==> src/rtl/ram_cmd_arbiter_if.sv <==
// Requester-side word transaction port of ram_cmd_arbiter.
// The master drives req/we/addr/wdata and receives ack/rdata/err.
interface ram_cmd_arbiter_if #(
  parameter int ADDR_SIZE = 8,
  parameter int WORD_SIZE = 8
);
  logic                 req;
  logic                 we;
  logic [ADDR_SIZE-1:0] addr;
  logic [WORD_SIZE-1:0] wdata;
  logic                 ack;
  logic [WORD_SIZE-1:0] rdata;
  logic                 err;

  modport master (output req, we, addr, wdata, input  ack, rdata, err);
  modport slave  (input  req, we, addr, wdata, output ack, rdata, err);
endinterface

==> src/rtl/ram_cmd_arbiter.sv <==
// Round-robin arbiter for two requesters sharing the single-port command RAM.
// Each transaction becomes a set-address command followed by a write or read command.
module ram_cmd_arbiter #(
  parameter int ADDR_SIZE  = 8,
  parameter int WORD_SIZE  = 8,
  parameter int RD_TIMEOUT = 15
) (
  input  logic                 clk,
  input  logic                 rst_n,
  ram_cmd_arbiter_if.slave     m0,
  ram_cmd_arbiter_if.slave     m1,
  output logic                 ram_rx_valid,
  output logic [WORD_SIZE+1:0] ram_din,
  input  logic                 ram_tx_valid,
  input  logic [WORD_SIZE-1:0] ram_dout
);
  localparam int CNT_W = $clog2(RD_TIMEOUT + 1);

  localparam logic [1:0] OP_SET_WADDR = 2'b00;
  localparam logic [1:0] OP_WRITE     = 2'b01;
  localparam logic [1:0] OP_SET_RADDR = 2'b10;
  localparam logic [1:0] OP_READ      = 2'b11;

  typedef enum logic [2:0] {S_IDLE, S_ADDR, S_OP, S_RWAIT, S_DONE} state_e;

  state_e                 state_q;
  logic                   gnt_q;
  logic                   last_grant_q;
  logic                   we_q;
  logic [ADDR_SIZE-1:0]   addr_q;
  logic [WORD_SIZE-1:0]   wdata_q;
  logic [CNT_W-1:0]       cnt_q;
  logic                   rx_valid_q;
  logic [WORD_SIZE+1:0]   din_q;
  logic                   m0_ack_q, m1_ack_q;
  logic                   m0_err_q, m1_err_q;
  logic [WORD_SIZE-1:0]   m0_rdata_q, m1_rdata_q;

  logic                   gnt_d;
  logic                   we_d;
  logic [ADDR_SIZE-1:0]   addr_d;
  logic [WORD_SIZE-1:0]   wdata_d;

  // On a tie the requester that did not win last time is served.
  always_comb begin
    gnt_d = m1.req;
    if (m0.req && m1.req) gnt_d = ~last_grant_q;
    we_d    = gnt_d ? m1.we    : m0.we;
    addr_d  = gnt_d ? m1.addr  : m0.addr;
    wdata_d = gnt_d ? m1.wdata : m0.wdata;
  end

  always_ff @(posedge clk or negedge rst_n) begin
    if (!rst_n) begin
      state_q      <= S_IDLE;
      gnt_q        <= 1'b0;
      last_grant_q <= 1'b1;
      we_q         <= 1'b0;
      addr_q       <= '0;
      wdata_q      <= '0;
      cnt_q        <= '0;
      rx_valid_q   <= 1'b0;
      din_q        <= '0;
      m0_ack_q     <= 1'b0;
      m1_ack_q     <= 1'b0;
      m0_err_q     <= 1'b0;
      m1_err_q     <= 1'b0;
      m0_rdata_q   <= '0;
      m1_rdata_q   <= '0;
    end else begin
      rx_valid_q <= 1'b0;
      m0_ack_q   <= 1'b0;
      m1_ack_q   <= 1'b0;
      m0_err_q   <= 1'b0;
      m1_err_q   <= 1'b0;
      case (state_q)
        S_IDLE: begin
          if (m0.req || m1.req) begin
            gnt_q      <= gnt_d;
            we_q       <= we_d;
            addr_q     <= addr_d;
            wdata_q    <= wdata_d;
            rx_valid_q <= 1'b1;
            din_q      <= {(we_d ? OP_SET_WADDR : OP_SET_RADDR), WORD_SIZE'(addr_d)};
            state_q    <= S_ADDR;
          end
        end
        S_ADDR: begin
          rx_valid_q <= 1'b1;
          din_q      <= we_q ? {OP_WRITE, wdata_q} : {OP_READ, {WORD_SIZE{1'b0}}};
          state_q    <= S_OP;
        end
        S_OP: begin
          if (we_q) begin
            if (gnt_q) m1_ack_q <= 1'b1;
            else       m0_ack_q <= 1'b1;
            state_q <= S_DONE;
          end else begin
            state_q <= S_RWAIT;
          end
        end
        S_RWAIT: begin
          // tx_valid was cleared by the set-read-address command, so any high here is fresh data.
          if (ram_tx_valid) begin
            if (gnt_q) begin m1_rdata_q <= ram_dout; m1_ack_q <= 1'b1; end
            else       begin m0_rdata_q <= ram_dout; m0_ack_q <= 1'b1; end
            state_q <= S_DONE;
          end else if (cnt_q == CNT_W'(RD_TIMEOUT)) begin
            if (gnt_q) begin m1_rdata_q <= '0; m1_ack_q <= 1'b1; m1_err_q <= 1'b1; end
            else       begin m0_rdata_q <= '0; m0_ack_q <= 1'b1; m0_err_q <= 1'b1; end
            state_q <= S_DONE;
          end else begin
            cnt_q <= cnt_q + 1'b1;
          end
        end
        S_DONE: begin
          last_grant_q <= gnt_q;
          cnt_q        <= '0;
          state_q      <= S_IDLE;
        end
        default: state_q <= S_IDLE;
      endcase
    end
  end

  assign ram_rx_valid = rx_valid_q;
  assign ram_din      = din_q;
  assign m0.ack       = m0_ack_q;
  assign m0.err       = m0_err_q;
  assign m0.rdata     = m0_rdata_q;
  assign m1.ack       = m1_ack_q;
  assign m1.err       = m1_err_q;
  assign m1.rdata     = m1_rdata_q;
endmodule
==> src/flat_wrapper.sv <==
// flat-port wrapper written by rule: the top's interface ports become plain ports
module ram_cmd_arbiter_flat 
#(
  parameter int ADDR_SIZE  = 8,
  parameter int WORD_SIZE  = 8,
  parameter int RD_TIMEOUT = 15
)
  (clk, rst_n, ram_rx_valid, ram_din, ram_tx_valid, ram_dout, m0_req, m0_we, m0_addr, m0_wdata, m0_ack, m0_rdata, m0_err, m1_req, m1_we, m1_addr, m1_wdata, m1_ack, m1_rdata, m1_err);
  ram_cmd_arbiter_if #(.ADDR_SIZE(ADDR_SIZE), .WORD_SIZE(WORD_SIZE)) m0_i ();
  ram_cmd_arbiter_if #(.ADDR_SIZE(ADDR_SIZE), .WORD_SIZE(WORD_SIZE)) m1_i ();
  input  logic clk;
  input  logic rst_n;
  output logic ram_rx_valid;
  output logic [WORD_SIZE+1:0] ram_din;
  input  logic ram_tx_valid;
  input  logic [WORD_SIZE-1:0] ram_dout;
  input wire logic [$bits(m0_i.req)-1:0] m0_req;
  input wire logic [$bits(m0_i.we)-1:0] m0_we;
  input wire logic [$bits(m0_i.addr)-1:0] m0_addr;
  input wire logic [$bits(m0_i.wdata)-1:0] m0_wdata;
  output wire logic [$bits(m0_i.ack)-1:0] m0_ack;
  output wire logic [$bits(m0_i.rdata)-1:0] m0_rdata;
  output wire logic [$bits(m0_i.err)-1:0] m0_err;
  input wire logic [$bits(m1_i.req)-1:0] m1_req;
  input wire logic [$bits(m1_i.we)-1:0] m1_we;
  input wire logic [$bits(m1_i.addr)-1:0] m1_addr;
  input wire logic [$bits(m1_i.wdata)-1:0] m1_wdata;
  output wire logic [$bits(m1_i.ack)-1:0] m1_ack;
  output wire logic [$bits(m1_i.rdata)-1:0] m1_rdata;
  output wire logic [$bits(m1_i.err)-1:0] m1_err;
  assign m0_i.req = m0_req;
  assign m0_i.we = m0_we;
  assign m0_i.addr = m0_addr;
  assign m0_i.wdata = m0_wdata;
  assign m0_ack = m0_i.ack;
  assign m0_rdata = m0_i.rdata;
  assign m0_err = m0_i.err;
  assign m1_i.req = m1_req;
  assign m1_i.we = m1_we;
  assign m1_i.addr = m1_addr;
  assign m1_i.wdata = m1_wdata;
  assign m1_ack = m1_i.ack;
  assign m1_rdata = m1_i.rdata;
  assign m1_err = m1_i.err;
  ram_cmd_arbiter #(.ADDR_SIZE(ADDR_SIZE), .WORD_SIZE(WORD_SIZE), .RD_TIMEOUT(RD_TIMEOUT)) u_core (.clk(clk), .rst_n(rst_n), .m0(m0_i), .m1(m1_i), .ram_rx_valid(ram_rx_valid), .ram_din(ram_din), .ram_tx_valid(ram_tx_valid), .ram_dout(ram_dout));
endmodule
==> config.mk <==
export PLATFORM = sky130hd
export DESIGN_NAME = ram_cmd_arbiter_flat
export DESIGN_NICKNAME = d
export VERILOG_FILES = /design/src/rtl/ram_cmd_arbiter_if.sv /design/src/rtl/ram_cmd_arbiter.sv /design/src/flat_wrapper.sv
export SDC_FILE = /design/constraint.sdc
export NUM_CORES = 1
export LEC_CHECK = 0
export CORE_ASPECT_RATIO = 0.7
export CORE_MARGIN = 10
export CORE_UTILIZATION = 30
export DETAILED_ROUTE_END_ITERATION = 6
export HOLD_SLACK_MARGIN = 0.08
export SYNTH_ARGS = -nofsm -noshare
export SYNTH_HDL_FRONTEND = slang
export SYNTH_SLANG_ARGS = --single-unit
export TNS_END_PERCENT = 20
==> constraint.sdc <==
create_clock -name clk -period 2.3 [get_ports clk]
set_input_delay 0.345 -clock clk [delete_from_list [all_inputs] [get_ports clk]]
set_output_delay 0.345 -clock clk [all_outputs]
set_load 0.005 [all_outputs]
==> PnR_summary.wiki <==
{| class="wikitable"
! Metric !! Value
|-
| Outcome || finished clean
|-
| DRC errors left || 0
|-
| Wire length of the first global-routing pass || 9700 um
|-
| Setup crit end kind || flop
|-
| Share of the synthesized area in the top cell type || 0.546
|-
| FFs w/ async S/R, synth || 1.00
|-
| Ant. Diodes || 0
|-
| CTS tree || done
|-
| Post-layout worst setup margin || 0.698 ns
|-
| TritonCTS Buffers || 5
|-
| Worst endpoint required time || between 2 and 3 ns
|-
| Syn avg cell area || ~12 um2
|-
| Bufs on Longest Clock Path || 2
|-
| Worst setup timing slack at the placement stage || 0.403 ns
|-
| Warnings, synthesis || 0
|-
| Yosys cell types || between 40 and 50
|-
| Critical-path maximum fanout || 9
|-
| Power per cell area || 1120 mW/mm2
|-
| Global routing usage summed across all routing layers || 0.107
|-
| Die Span Y || 91.6 um
|-
| Violation count after the first detailed-routing iteration || 94
|-
| Total congestion overflow after global routing || 0
|-
| Half-perimeter wire length of the detailed placement result || 4590 um
|-
| Library cell with the highest instance count after synthesis || dfrtp_1
|-
| Most used flip-flop cell after synthesis || dfrtp_1
|-
| Sequential cell area fraction in the yosys report || 0.558
|-
| Gate Count Post-Synth || roughly 180
|-
| Area of the multi-input gates || 888 um2
|-
| Standard cell core area || 0.00722 mm2
|-
| # hold bufs at CTS || 1
|-
| Type of the tightest min-delay check || flop to flop
|-
| Via count normalized by instance count || between 4 and 5
|-
| Resize count post-CTS || 0
|-
| Filler instances || 717
|-
| Final core area utilization || 0.437
|-
| Detailed-routing iteration count for the pre-antenna-repair pass || 4
|-
| Number of global-route vias before repair || about 1900
|-
| Final TNS setup || 0 ns
|-
| Clock latency reported for the late side of the worst-skew pair || 0.29 ns
|-
| MaxCap Viol Count || 0
|-
| Post-synth EDFFs || 0
|-
| Wire length per cell after detailed routing || 16.7 um
|-
| Final Net Count || around 310
|-
| Top cell type by total area after synthesis || dfrtp_1
|-
| Number of pins exceeding their max-slew limit in the final report || 0
|-
| Storage cell area || 0.00123 mm2
|-
| H-tree depth || 2
|-
| Clk Tree Root Cell || clkbuf_8
|-
| Max-slew headroom at the worst pin || 0.609
|-
| Slew @ Worst Pin || 0.587 ns
|-
| # rows || 26
|-
| Worst clock skew on the final layout || between 0.003 and 0.004 ns
|-
| Initial core utilization || 0.305
|-
| Data arrival at the endpoint of the critical path || 1.83 ns
|-
| Synthesis-to-finish area growth || 43.6%
|-
| Leading cell types by count after synthesis || dfrtp_1 (48), o21ai_0 (19), a22o_1 (17)
|-
| Flop and latch count out of synthesis || 49
|-
| Layout cell share with drive strength beyond 1 || 0.107
|-
| Antenna viol nets, final || 0
|-
| Final number of setup-violating endpoints || 0
|-
| Setup repair after global routing missed its margin || no
|-
| Antenna violations before repair || 0
|-
| Floorplan die area || 0.0112 mm2
|-
| Die span in x || roughly 120 um
|-
| Startpoint types || input pin
|-
| Netlist area before placement || roughly 0.0022 mm2
|-
| Top-level I/O count || 78
|-
| Quantity of I/O buffers inserted on ports || 77
|-
| Cell types occupying the most area after synthesis || dfrtp_1 (55%), mux2i_1 (7.3%), a22o_1 (6.8%)
|-
| Final weighted congestion in routability-driven placement || ~0.75
|-
| Ratio of final minimum period to clock period || 0.697
|-
| Critical path start-end classification || input pin to flop
|-
| Syn Nets || between 200 and 250
|-
| Setup fix buffers added after clock tree synthesis || 0
|-
| Final Routed Wirelength || 6000 um
|-
| Tmin final || roughly 1.6 ns
|-
| Hold Vio Cnt, Final || 0
|-
| Worst supply voltage drop on vdd || 0.000414 V
|-
| Leakage || 0.00137 uW
|-
| Maximum clock rate || 0.624 GHz
|-
| Via count || 1693
|-
| Clk pin slew, worst setup/hold paths || 0.09 ns
|-
| Largest net degree at the start of global routing || 26
|-
| Number of clock sinks || 49
|}
placed cells by master, fill, tap and decap left out, drive strengths merged, types with 2 or more instances in the layout:
| cell type | instances |
|---|---|
| a22o | 17 |
| nor2b | 5 |
| a21oi | 4 |
| buf | 6 |
| dfrtp | 48 |
| nand3 | 3 |
| o21ai | 20 |
| nor3 | 4 |
| a21boi | 2 |
| mux2 | 2 |
| a32oi | 8 |
| a22oi | 2 |
| inv | 3 |
| nor2 | 6 |
| clkinv | 2 |
| nor3b | 2 |
| nand2 | 14 |
| clkdlybuf4s50 | 76 |
| mux2i | 16 |
| and2 | 2 |
| clkbuf | 6 |
layer usage:
| metal | track usage | vias to the layer above | share of wire |
|---|---|---|---|
| met5 | 0 | - | 0 |
| met4 | 0.0205 | 0 | 0.0042 |
| met3 | 0.0551 | 2 | 0.13 |
| met2 | 0.144 | 69 | 0.39 |
| met1 | 0.150 | 796 | 0.48 |
| li1 | - | 826 | - |
area by class of cell:
type,count,share of cell area
Inverter,3,0.00357
Clock inverter,2,0.00317
Multi-Input combinational cell,119,0.281
Timing Repair Buffer,83,0.261
Tap cell,98,0.0388
Clock buffer,6,0.0230
Sequential cell,49,0.389
where the power goes:
group	leakage [uW]	switching [uW]	internal (uW)
combinational	0.000706	632	874
clock	0.0000450	279	212
sequential	0.000618	311	1240
kinds of logic after synthesis:
family	Yosys count	share of synthesized area
xor+xnor	1	0.00398
mux	18	0.0830
buf+inv	14	0.0398
fa+ha+maj	1	0.00569
compound gates	59	0.196
flops	49	0.558
simple gates	40	0.114
path summary, 6_finish.rpt:
check,from,endpoint,slack [ns],cells after the start
min,u_core.ram_din[8]$_DFFE_PN0P_,u_core.ram_din[8]$_DFFE_PN0P_,0.49,1
min reg2reg,u_core.ram_din[8]$_DFFE_PN0P_,u_core.ram_din[8]$_DFFE_PN0P_,0.49,1
min in group asynchronous,rst_n,u_core.m1.err$_DFF_PN0_,0.58,2
max reg2reg,u_core.cnt_q[0]$_DFFE_PN0P_,u_core.m0.ack$_DFF_PN0_,0.76,5
max in group asynchronous,rst_n,u_core.last_grant_q$_DFFE_PN1P_,1.11,3
max,ram_tx_valid,u_core.m0.rdata[3]$_DFFE_PN0P_,0.70,4
state kept, by name (all words and copies together), names as in the netlist, 3 cells and up:
signal and flops:
u_core.ram_din 10, u_core.m0.rdata 8, u_core.m1.rdata 8, u_core.wdata_q 8, u_core.cnt_q 4, u_core.state_q 3
critical path: stages:
cell             delay (ns)
clkdlybuf4s50_1        0.64
inv_1                  0.22
nor3_4                 0.42
a22o_1                 0.21
stage by stage:
| stage | cells | total power, uW | hold slack, ns | instance area (um2) |
|---|---|---|---|---|
| finish | 360 | 3550 | 0.487 | 3160 |
| global route | 360 | 3850 | 0.519 | 3160 |
| CTS | 360 | 3600 | 0.490 | 3160 |
| detailed placement | 351 | 3100 | 0.370 | 3070 |
| global placement | 351 | 3070 | 0.377 | 3070 |
| floorplan | 182 | 2300 | 0.0494 | 2200 |
Power figures use the tool's default switching activity.
